**config.mk**
```make
export PLATFORM = sky130hd
export DESIGN_NAME = stride_counter
export DESIGN_NICKNAME = d
export VERILOG_FILES = /design/src/rtl/stride_counter_pkg.sv /design/src/rtl/stride_next.sv /design/src/rtl/stride_counter.sv
export SDC_FILE = /design/constraint.sdc
export NUM_CORES = 1
export LEC_CHECK = 0
export BUFFER_PORTS_ARGS = -buffer_cell sky130_fd_sc_hd__buf_2
export CAP_MARGIN = 10
export CORE_MARGIN = 4
export CORE_UTILIZATION = 48
export CTS_CLUSTER_DIAMETER = 120
export CTS_CLUSTER_SIZE = 10
export DETAILED_ROUTE_END_ITERATION = 10
export PLACE_DENSITY = 0.74
export SYNTH_ARGS = -nofsm -noshare
export SYNTH_HDL_FRONTEND = slang
export SYNTH_SLANG_ARGS = --single-unit
```
**constraint.sdc**
```tcl
create_clock -name clk -period 2.48 [get_ports clk]
set_input_delay 0.62 -clock clk [delete_from_list [all_inputs] [get_ports clk]]
set_output_delay 0.62 -clock clk [all_outputs]
set_load 0.05 [all_outputs]
```
**src/rtl/stride_counter_pkg.sv**
```systemverilog
// Shared mode encoding and legal-range helper for the stride counter.
package stride_counter_pkg;

    localparam logic [1:0] MODE_WRAP   = 2'd0;
    localparam logic [1:0] MODE_SAT    = 2'd1;
    localparam logic [1:0] MODE_BOUNCE = 2'd2;

    // Highest value reachable from start in whole steps without exceeding width bits.
    function automatic int stride_hi(input int width, input int start, input int step);
        return start + step * (((1 << width) - 1 - start) / step);
    endfunction

endpackage

```
**src/rtl/stride_next.sv**
```systemverilog
// Combinational successor of a legal count for one enabled step; no state, zero latency.
import stride_counter_pkg::*;

module stride_next #(
    parameter int WIDTH = 4,
    parameter int LO    = 1,
    parameter int HI    = 15,
    parameter int STEP  = 2
) (
    input  logic [WIDTH-1:0] count,
    input  logic             d,
    input  logic [1:0]       mode,
    output logic [WIDTH-1:0] nxt,
    output logic             nxt_dir,
    output logic             edge_pulse
);

    localparam logic [WIDTH:0]   LO_W   = (WIDTH+1)'(LO);
    localparam logic [WIDTH:0]   HI_W   = (WIDTH+1)'(HI);
    localparam logic [WIDTH:0]   STEP_W = (WIDTH+1)'(STEP);
    localparam logic [WIDTH-1:0] LO_N   = WIDTH'(LO);
    localparam logic [WIDTH-1:0] HI_N   = WIDTH'(HI);
    localparam logic [WIDTH-1:0] STEP_N = WIDTH'(STEP);

    logic [WIDTH:0] up_w;
    logic           hit_top;
    logic           hit_bot;

    assign up_w    = {1'b0, count} + STEP_W;
    assign hit_top = d && (up_w > HI_W);
    assign hit_bot = !d && ({1'b0, count} < LO_W + STEP_W);

    always_comb begin
        nxt        = count;
        nxt_dir    = d;
        edge_pulse = 1'b0;
        if (LO == HI) begin
            nxt = count;
        end else if (hit_top || hit_bot) begin
            // Reserved mode 3 falls through to wrap behaviour.
            if (mode == MODE_SAT) begin
                nxt = count;
            end else if (mode == MODE_BOUNCE) begin
                nxt        = hit_top ? HI_N - STEP_N : LO_N + STEP_N;
                nxt_dir    = hit_bot;
                edge_pulse = 1'b1;
            end else begin
                nxt        = hit_top ? LO_N : HI_N;
                edge_pulse = 1'b1;
            end
        end else begin
            nxt = d ? up_w[WIDTH-1:0] : count - STEP_N;
        end
    end

endmodule

```
**src/rtl/stride_counter.sv**
```systemverilog
// Arithmetic-sequence counter with wrap/saturate/bounce boundaries and aligned load.
// One clock from en/load to count; all outputs registered. (edge is a reserved word, hence edge_pulse.)
import stride_counter_pkg::*;

module stride_counter #(
    parameter int WIDTH = 4,
    parameter int START = 1,
    parameter int STEP  = 2
) (
    input  logic             clk,
    input  logic             reset,
    input  logic             en,
    input  logic             dir,
    input  logic [1:0]       mode,
    input  logic             load,
    input  logic [WIDTH-1:0] load_val,
    output logic [WIDTH-1:0] count,
    output logic             edge_pulse,
    output logic             at_hi,
    output logic             at_lo,
    output logic             load_err
);

    localparam int               HI     = stride_hi(WIDTH, START, STEP);
    localparam logic [WIDTH-1:0] LO_N   = WIDTH'(START);
    localparam logic [WIDTH-1:0] HI_N   = WIDTH'(HI);
    localparam logic [WIDTH-1:0] STEP_N = WIDTH'(STEP);

    logic             dir_q;
    logic             d;
    logic [WIDTH-1:0] step_val;
    logic             step_dir;
    logic             step_edge;
    logic [WIDTH-1:0] aligned;
    logic [WIDTH-1:0] count_d;
    logic             dir_d;
    logic             edge_d;
    logic             err_d;

    // Bounce owns its direction; the other modes follow the dir pin.
    assign d = (mode == MODE_BOUNCE) ? dir_q : dir;

    stride_next #(
        .WIDTH (WIDTH),
        .LO    (START),
        .HI    (HI),
        .STEP  (STEP)
    ) u_next (
        .count      (count),
        .d          (d),
        .mode       (mode),
        .nxt        (step_val),
        .nxt_dir    (step_dir),
        .edge_pulse (step_edge)
    );

    always_comb begin
        if (load_val < LO_N) begin
            aligned = LO_N;
        end else if (load_val > HI_N) begin
            aligned = HI_N;
        end else begin
            aligned = LO_N + ((load_val - LO_N) / STEP_N) * STEP_N;
        end
    end

    always_comb begin
        count_d = count;
        dir_d   = dir_q;
        edge_d  = 1'b0;
        err_d   = 1'b0;
        if (load) begin
            count_d = aligned;
            dir_d   = dir;
            err_d   = (aligned != load_val);
        end else if (en) begin
            count_d = step_val;
            dir_d   = step_dir;
            edge_d  = step_edge;
        end
    end

    always_ff @(posedge clk) begin
        if (!reset) begin
            count      <= LO_N;
            dir_q      <= 1'b1;
            edge_pulse <= 1'b0;
            load_err   <= 1'b0;
            at_lo      <= 1'b1;
            at_hi      <= (START == HI);
        end else begin
            count      <= count_d;
            dir_q      <= dir_d;
            edge_pulse <= edge_d;
            load_err   <= err_d;
            at_lo      <= (count_d == LO_N);
            at_hi      <= (count_d == HI_N);
        end
    end

endmodule

```
# Word level (Yosys, flattened, before mapping)
# Cells that the tools add are included.
[op_classes]
n_addsub = 4
magnitude_cmp = 4
n_eq_ne = 5
mux = 17
bitwise_logic = 3
reduce_logical = 7
[ops]
columns = ["operator", "count"]
rows = [
  ["2-to-1 mux 4 bit", 10],
  ["2-to-1 mux 1 bit", 7],
  ["adder 4 x 2 -> 5 bit, second input constant", 1],
  ["greater-than comparator 5 x 4 -> 1 bit, second input constant", 1],
  ["adder 1 x 4 -> 4 bit, first input constant", 1],
  ["equality test 4 x 1 -> 1 bit, second input constant", 1],
  ["equality test 4 bit, second input constant", 1],
  ["greater-than comparator 4 bit, second input constant", 1],
  ["< comparator 4 x 1 -> 1 bit, second input constant", 1],
  ["< comparator 4 x 2 -> 1 bit, second input constant", 1],
  ["!= test 4 bit", 1],
  ["OR reduction 4 bit", 1],
  ["subtractor 4 x 1 -> 4 bit, second input constant", 1],
  ["subtractor 4 x 2 -> 4 bit, second input constant", 1],
  ["inverter 1 bit", 3],
  ["equality test 2 x 1 -> 1 bit, second input constant", 1],
  ["equality test 2 bit, second input constant", 1],
  ["logical AND 1 bit", 2],
  ["AND reduction 2 bit", 1],
  ["nonzero test 2 bit", 1],
  ["logical NOT 1 bit", 1],
  ["logical OR 1 bit", 1],
]
[word_totals]
reg_bits = 9
input_bits = 11
word_cells = 46

# Depth between registers and ports, before layout
# Gate-level depths: netlist of the first run.
[depth]
depth_word = 10
depth_mapped = 12
mapped_depth_nobuf = 11

# By module
# A second synthesis of the first run with hierarchy kept.
[hier_totals]
hier_cells = 97
area_unflattened_um2 = 799.5
[modules_own_cells]
columns = ["module", "instances", "cells_per_inst", "area_per_inst_um2", "seq_area_each_um2"]
rows = [
  ["stride_counter", 1, 54, 500.5, 180.2],
  ["stride_next", 1, 43, 299.0, 0.0],
]

# Least setup slack after synthesis of the first run
# OpenSTA, ideal clock, no wires.
[synth_timing]
path_kind = "reg2reg"
start = "register count[1]"
end = "register at_lo"
setup_ns = 0.096
arrival_ns = 3.056
t_required_ns = 2.384
slack_ns = -0.672
path_stages_with_launch = 13
n_path_buf = 1
synth_period_minus_slack_ns = 3.152
cell_sequence = "dfxtp_1 -> buf_6 -> inv_1 -> ha_1 -> nand3b_1 -> o21ai_0 -> nand3_1 -> ha_1 -> or2_2 -> a211o_1 -> a41oi_2 -> o31ai_1 -> o41ai_2"
[synth_via]
elab_chain_len = 10
word_cells_on_any_way = 16
classes_between = "add/sub: 2; order compare: 2; eq/ne: 1; mux: 8; reduce/logical: 3"
[synth_rtl]
columns = ["element", "line_no", "rtl"]
rows = [
  ["start: declaration", "stride_counter.sv:17", "output logic [WIDTH-1:0] count,"],
  ["start signal: assignment", "stride_counter.sv:92", "count <= count_d;"],
  ["adder 4 x 2 -> 5 bit", "stride_next.sv:29", "assign up_w = {1'b0, count} + STEP_W;"],
  ["greater-than comparator 5 x 4 -> 1 bit", "stride_next.sv:30", "assign hit_top = d && (up_w > HI_W);"],
  ["logical AND 1 bit", "stride_next.sv:30", ""],
  ["2-to-1 mux 4 bit (on tied branches)", "stride_next.sv:48, stride_next.sv:44", ""],
  ["2-to-1 mux 4 bit", "stride_next.sv:43", "end else if (mode == MODE_BOUNCE) begin"],
  ["2-to-1 mux 4 bit", "stride_next.sv:41", "if (mode == MODE_SAT) begin"],
  ["2-to-1 mux 4 bit", "stride_next.sv:39", "end else if (hit_top || hit_bot) begin"],
  ["2-to-1 mux 4 bit *", "stride_counter.sv:76", "end else if (en) begin"],
  ["2-to-1 mux 4 bit *", "stride_counter.sv:72", "if (load) begin"],
  ["equality test 4 x 1 -> 1 bit *", "stride_counter.sv:96", "at_lo <= (count_d == LO_N);"],
  ["end signal: assignment", "stride_counter.sv:96", ""],
  ["end: declaration", "stride_counter.sv:20", "output logic at_lo,"],
]
# Mark *: on every way between the ends. The rest lies on a longest branch, timed or not.
# A chain may end at the register's enable or synchronous reset.

# Worst setup path after layout of the first run
[layout_timing]
start = "register count[2]"
end = "register count[1]"
[layout_via]
elab_chain_len = 9
word_cells_on_any_way = 13
classes_between = "add/sub: 1; order compare: 2; mux: 7; reduce/logical: 3"
[layout_rtl]
columns = ["element", "line_no"]
rows = [
  ["adder 4 x 2 -> 5 bit", "stride_next.sv:29"],
  ["greater-than comparator 5 x 4 -> 1 bit", "stride_next.sv:30"],
  ["logical AND 1 bit", "stride_next.sv:30"],
  ["2-to-1 mux 4 bit (on tied branches)", "stride_next.sv:48, stride_next.sv:44"],
  ["2-to-1 mux 4 bit", "stride_next.sv:43"],
  ["2-to-1 mux 4 bit", "stride_next.sv:41"],
  ["2-to-1 mux 4 bit *", "stride_next.sv:39"],
  ["2-to-1 mux 4 bit *", "stride_counter.sv:76"],
  ["2-to-1 mux 4 bit *", "stride_counter.sv:72"],
]
# Marks and branches as above.

==> flow_metrics.env, run 1 <==
export IMPL_critPathBufInv=1
export IMPL_worstPathArrival_ns=2.61
export IMPL_skew_ns=0.0153
export IMPL_min_path_cells=2
export IMPL_cts_root_buf="clkbuf_4"
export IMPL_synthCells=110
export IMPL_path_cells="inv_4, ha_4, nand3b_1, o21ai_2, nand3_2, ha_2, or2_4, a211o_1, a41oi_2, o31ai_4, and2_2"
export IMPL_syn_area_sq_um=915
export IMPL_grt_pass1_wl_mm=4.21
export IMPL_critPathMaxStageDelay_ns=0.39
export IMPL_period_share_pct=99.0
export IMPL_route_detailed_drc=0
export IMPL_place_area_sq_um=1130
export IMPL_synth_seq_area_share_pct=19.7
export IMPL_grt_max_degree=13
export IMPL_worstRegToRegCells=11
export IMPL_yosysTopAreaCellShare_pct=19.7
export IMPL_tightest_slew_ns=0.511
export IMPL_synth_nets=127
export IMPL_die_x_um=51.7
export IMPL_num_vias=1020
export IMPL_synthDistinctLibCells=44
export IMPL_cp_slowest_cell="dfxtp_4"
export IMPL_worstSetupPathType="reg2reg"
export IMPL_area_growth_syn_to_layout_pct=32.6
export IMPL_timing_final_ws_setup_ns=0.0241
export IMPL_drt_antenna_violating_nets=0
export IMPL_synthTopCellsByArea="dfxtp_1, ha_1, nand2_1"
export IMPL_drtIter0Drc=53
export IMPL_worst_path_stages=11
export IMPL_die_h_um=51.7
export IMPL_status="completed"
export IMPL_path_clk_slew_ns=0.07
export IMPL_overflow=0
export IMPL_grt_pass1_vias=922
export IMPL_dp_slack_ns=-0.147
export IMPL_die_area_sq_um=2670
export IMPL_slew_violations=0
export IMPL_critPathTopFamily="simple AND/OR/NAND/NOR gates"
export IMPL_drive_gt1_share_pct=47.2
export IMPL_p_leak_nw=0.505
export IMPL_dp_hpwl_mm=1.97
export IMPL_required_ns=2.63
export IMPL_rsz0062_at_grt="true"
export IMPL_cts_buffers=3
export IMPL_path_max_fanout=6
export IMPL_wire_per_inst_um=16.0
export IMPL_drv_cap=0
export IMPL_crit_start="count[2]$_SDFF_PN0_"
export IMPL_holdCritPathClass="in2reg"
export IMPL_cts_sinks=9
export IMPL_track_usage_pct=20.9
export IMPL_hold_violations=0
export IMPL_relSlewSlack_pct=65.8
export IMPL_coreArea_sq_um=1760
export IMPL_syn_avg_cell_area_sq_um=8.31
export IMPL_yosys_warnings=0
export IMPL_finalWirelength_mm=2.67
export IMPL_antenna_found_initial=0
export IMPL_start_kind="flip-flop"
export IMPL_vdd_ir_drop_max_uv=363
export IMPL_synth_area_leader_cell="dfxtp_1"
export IMPL_port_buffers=18
export IMPL_end_kind="flip-flop"
export IMPL_post_route_min_period_ns=2.46
export IMPL_clk_latency_ns=0.28
export IMPL_r2r_start="count[2]$_SDFF_PN0_"
export IMPL_start_util_pct=51.8
export IMPL_final_nets=160
export IMPL_num_rows=15
export IMPL_cts_buffer_depth=2
export IMPL_htreeDepth=1
export IMPL_pin_count=19
export IMPL_synth_seq_cells=9
export IMPL_power_density_nw_per_um2=455
export IMPL_dr_pass1_iters=5
export IMPL_nFillCells=146
export IMPL_place_congestion=0.886
export IMPL_setup_viol_count_final=0
export IMPL_fmax_mhz=407
export IMPL_min_from="load_val[0]"
export IMPL_viasPerCell=6.11
export IMPL_antennaDiodeCount=0
export IMPL_design_area_sq_um=1210
export IMPL_cts_tree="done"
==> worst register-to-register path, delay by kind of cell, from the launching register on <==
family | cells | cell delay [ns]
AO/OA/AOI/OAI | 4 | 0.75
adder cells (fa/ha/maj) | 2 | 0.42
buffers and inverters | 1 | 0.05
flip-flops | 1 | 0.39
AND/OR/NAND/NOR | 4 | 0.75
==> per-layer routing <==
layer | global-route usage [%] | up-vias | part of all wire [%]
met5 | 0 | - | 0
met4 | 8.73 | 0 | 2.9
met3 | 4.87 | 11 | 8.6
met2 | 35.2 | 67 | 47
met1 | 25.3 | 456 | 42
li1 | - | 486 | -
==> placed cells by master, fill, tap and decap left out, types with 2 or more instances in the layout <==
cell / synthesis / final
a21oi_1: 5 / 4
o32ai_1: 2 / 2
inv_4: 0 / 2
nand3_1: 4 / 3
dfxtp_4: 0 / 2
nand3b_1: 2 / 2
inv_1: 6 / 4
nand2b_1: 2 / 2
clkbuf_4: 0 / 3
a211oi_1: 4 / 3
o21a_1: 2 / 2
nor3_1: 3 / 3
a31oi_1: 3 / 3
a21o_1: 2 / 2
dfxtp_1: 9 / 7
mux2i_1: 3 / 2
and2_1: 2 / 2
o41ai_2: 1 / 2
nor2_1: 6 / 6
o21ai_0: 4 / 3
ha_2: 0 / 3
and3b_2: 2 / 2
o311ai_0: 2 / 2
nor2b_1: 2 / 2
ha_1: 6 / 2
a211o_1: 3 / 3
buf_4: 2 / 15
nand2_1: 9 / 9
buf_2: 0 / 18
==> through the flow <==
step	hold WS, ns	total power, mW	setup TNS (ns)	utilization, %	cells
2_1_floorplan	0.535	0.338	-0.0312	-	110
3_3_place_gp	0.569	0.402	-0.00318	64.1	161
3_5_place_dp	0.578	0.408	-0.332	64.1	161
4_1_cts	0.548	0.528	0	66.2	165
5_1_grt	0.551	0.582	-0.133	68.7	167
6_report	0.540	0.551	0	68.7	167
==> flip-flops by register name (all words and copies together), names as in the netlist <==
register and count:
count 4, dir_q 1, load_err 1, edge_pulse 1, at_hi 1, at_lo 1
==> Yosys cell counts <==
master,count
a211o_1,3
a211oi_1,4
a21boi_0,1
a21o_1,2
a21oi_1,5
a21oi_4,1
a22oi_1,2
a31oi_1,3
a41oi_2,1
and2_1,2
and2_2,1
and2b_2,1
and3b_2,2
and4_2,1
buf_4,2
buf_6,2
clkbuf_8,1
dfxtp_1,9
ha_1,6
inv_1,6
mux2i_1,3
nand2_1,9
nand2b_1,2
nand2b_2,1
nand3_1,4
nand3b_1,2
nor2_1,6
nor2b_1,2
nor3_1,3
nor3b_1,1
nor4b_1,1
o21a_1,2
o21ai_0,4
o221a_2,1
o221ai_1,1
o22a_2,1
o311ai_0,2
o31ai_1,2
o32ai_1,2
o41ai_1,1
o41ai_2,1
or2_2,2
or2b_2,1
xnor2_1,1
==> power by group <==
part | leakage [nW] | internal [mW] | switching (mW)
logic | 0.414 | 0.111 | 0.154
registers | 0.0755 | 0.155 | 0.0103
clock network | 0.0150 | 0.0621 | 0.0581
total | 0.505 | 0.328 | 0.223
==> what timing repair did <==
action / in CTS / in global routing
buffers inserted: 0 / 2
resized for setup: 4 / 6
endpoints found under the setup margin: 3 / 4
hold buffers: 0 / 0
pin swaps: 0 / 4
==> final timing paths <==
path                                             to  slack, ns
worst max-delay path            count[1]$_SDFF_PN0_       0.02
worst min-delay path            load_err$_SDFF_PN0_       0.54
worst max register to register  count[1]$_SDFF_PN0_       0.02
worst min register to register   dir_q$_SDFFE_PN1P_       0.59
==> cell type report <==
| cell class | instances | area, sq um | area share (%) |
|---|---|---|---|
| clock buffer | 4 | 26.3 | 2.17 |
| inverter | 6 | 27.5 | 2.27 |
| multi-input combinational | 90 | 737 | 60.8 |
| sequential | 9 | 188 | 15.5 |
| tap | 25 | 31.3 | 2.58 |
| timing repair buffer | 33 | 203 | 16.7 |
==> cell families (layout without fill, tap and decap cells) <==
family | count (synthesis) | in the layout | share of synthesized area, %
adder cells (fa/ha/maj) | 6 | 6 | 8.21
flip-flops | 9 | 9 | 19.7
AO/OA/AOI/OAI | 39 | 39 | 33.9
XOR/XNOR | 1 | 1 | 0.958
multiplexers | 3 | 3 | 3.28
buffers and inverters | 11 | 43 | 8.07
AND/OR/NAND/NOR | 41 | 41 | 25.9
No activity file was read; power rests on OpenSTA's default activity.
==> inputs of run 2 (changes only) <==
RECOVER_POWER = 50   (was default)
==> run 2 against run 1 <==
Clock skew fell by 0.0027 ns; fmax rose by 0.17%; non-clock buffer count did not move; core utilization fell by 0.35 points; sequential power barely moved; sequential cell count did not move; clock power barely moved; critical path type unchanged.
==> flow_metrics.env, run 2 (synthesized netlist as in run 1, its figures left out) <==
export IMPL_status="completed"
export IMPL_layout_common_cells="buf_4, buf_2, nand2_1, dfxtp_1"
export IMPL_track_usage_pct=20.9
export IMPL_met2_usage_pct=35.2
export IMPL_antennaDiodeCount=0
export IMPL_vdd_ir_drop_max_uv=364
export IMPL_wire_per_inst_um=16.0
export IMPL_required_ns=2.64
export IMPL_setup_viol_count_final=0
export IMPL_path_clk_slew_ns=0.07
export IMPL_hold_ws_ns=0.536
export IMPL_die_h_um=51.7
export IMPL_final_common_cell="buf_4"
export IMPL_start_kind="flip-flop"
export IMPL_cts_buffer_depth=2
export IMPL_met3_usage_pct=4.87
export IMPL_nFillCells=150
export IMPL_post_route_util_pct=68.4
export IMPL_holdCritPathClass="in2reg"
export IMPL_p_clk_share_pct=22.2
export IMPL_place_congestion=0.886
export IMPL_route_detailed_drc=0
export IMPL_grt_busiest_layer="met2"
export IMPL_p_leak_nw=0.486
export IMPL_switching_power_mw=0.225
export IMPL_num_vias=1009
export IMPL_swShare_pct=40.7
export IMPL_start_util_pct=51.8
export IMPL_global_route_usage_met1_pct=25.3
export IMPL_final_nets=160
export IMPL_die_x_um=51.7
export IMPL_port_buffers=18
export IMPL_end_kind="flip-flop"
export IMPL_overflow=0
export IMPL_drt_antenna_violating_nets=0
export IMPL_tightest_slew_ns=0.596
export IMPL_combinationalPowerShare_pct=47.8
export IMPL_skew_ns=0.0126
export IMPL_grt_pass1_wl_mm=4.21
export IMPL_area_growth_syn_to_layout_pct=31.9
export IMPL_drive_gt1_share_pct=43.7
export IMPL_largest_reg_flops=4
export IMPL_dp_hpwl_mm=1.97
export IMPL_path_max_fanout=6
export IMPL_antenna_found_initial=0
export IMPL_num_rows=15
export IMPL_viasPerCell=6.04
export IMPL_hold_violations=0
export IMPL_worstSetupPathType="reg2reg"
export IMPL_slew_violations=0
export IMPL_pin_count=19
export IMPL_post_route_min_period_ns=2.45
export IMPL_power_density_nw_per_um2=457
export IMPL_coreArea_sq_um=1760
export IMPL_die_area_sq_um=2670
export IMPL_rsz0062_at_grt="true"
export IMPL_cts_hold_buf=0
export IMPL_drv_cap=0
export IMPL_dr_pass1_iters=4
export IMPL_cts_sinks=9
export IMPL_relSlewSlack_pct=60.4
export IMPL_p_int_mw=0.327
export IMPL_finalWirelength_mm=2.67
export IMPL_clk_latency_ns=0.28
export IMPL_htreeDepth=1
export IMPL_worstPathArrival_ns=2.62
export IMPL_cts_tree="done"
export IMPL_period_share_pct=98.9
export IMPL_drtIter0Drc=53
export IMPL_fmax_mhz=408
export IMPL_cts_buffers=3
export IMPL_grt_max_degree=13
export IMPL_grt_pass1_vias=922
export IMPL_largest_register="count"
export IMPL_p_seq_share_pct=30.0
export IMPL_cts_root_buf="clkbuf_4"
run 2: worst paths after layout:
path / depth (start not counted) / startpoint / slack [ns] / end
min reg2reg: 2 / dir_q$_SDFFE_PN1P_ / 0.59 / dir_q$_SDFFE_PN1P_
min: 2 / load_val[0] / 0.54 / load_err$_SDFF_PN0_
max reg2reg: 11 / count[2]$_SDFF_PN0_ / 0.03 / count[1]$_SDFF_PN0_
max: 11 / count[2]$_SDFF_PN0_ / 0.03 / count[1]$_SDFF_PN0_
run 2: area by class of cell:
class / count / area (sq um) / area share [%]
inverter: 6 / 27.5 / 2.28
clock buffer: 4 / 26.3 / 2.18
tap: 25 / 31.3 / 2.59
sequential: 9 / 188 / 15.6
multi-input combinational: 90 / 737 / 61.1
timing repair buffer: 33 / 196 / 16.3
run 2: through the flow:
step | instances | instance area [sq um] | TNS (ns) | total power [mW] | worst slack (ns)
after global routing | 167 | 1210 | -0.133 | 0.581 | -0.0511
after floorplan | 110 | 963 | -0.0312 | 0.338 | -0.0312
after detailed placement | 161 | 1130 | -0.332 | 0.408 | -0.147
after global placement | 161 | 1130 | -0.00318 | 0.402 | -0.00318
after CTS | 165 | 1170 | 0 | 0.528 | 0.00607
final | 167 | 1210 | 0 | 0.552 | 0.0283
run 2: routing by layer:
| metal | routed length [um] | part of all wire [%] | vias to the layer above |
|---|---|---|---|
| met3 | 211 | 7.9 | 10 |
| met2 | 1220 | 46 | 54 |
| met4 | 82 | 3.1 | 0 |
| li1 | - | - | 485 |
| met1 | 1160 | 43 | 460 |
| met5 | 0 | 0 | - |
run 2: repair_timing:
| action | 4_1_cts | 5_1_grt |
|---|---|---|
| pin swaps | 0 | 4 |
| endpoints found under the setup margin | 3 | 4 |
| resized for setup | 4 | 6 |
| buffers inserted | 0 | 2 |
run 2: critical path: stages, from the launching register on:
cell and delay, ns:
dfxtp_4 0.39, inv_4 0.05, ha_4 0.23, nand3b_1 0.19
o21ai_2 0.10, nand3_2 0.10, ha_2 0.19, or2_4 0.26
a211o_1 0.28, a41oi_2 0.24, o31ai_4 0.12, and2_2 0.20
run 2: power by group through the flow:
stage	registers, mW	logic (mW)	clock network (mW)
2_1_floorplan	0.197	0.141	0
3_5_place_dp	0.167	0.241	0
3_3_place_gp	0.167	0.235	0
5_1_grt	0.167	0.281	0.133
4_1_cts	0.165	0.245	0.119
6_report	0.165	0.264	0.123
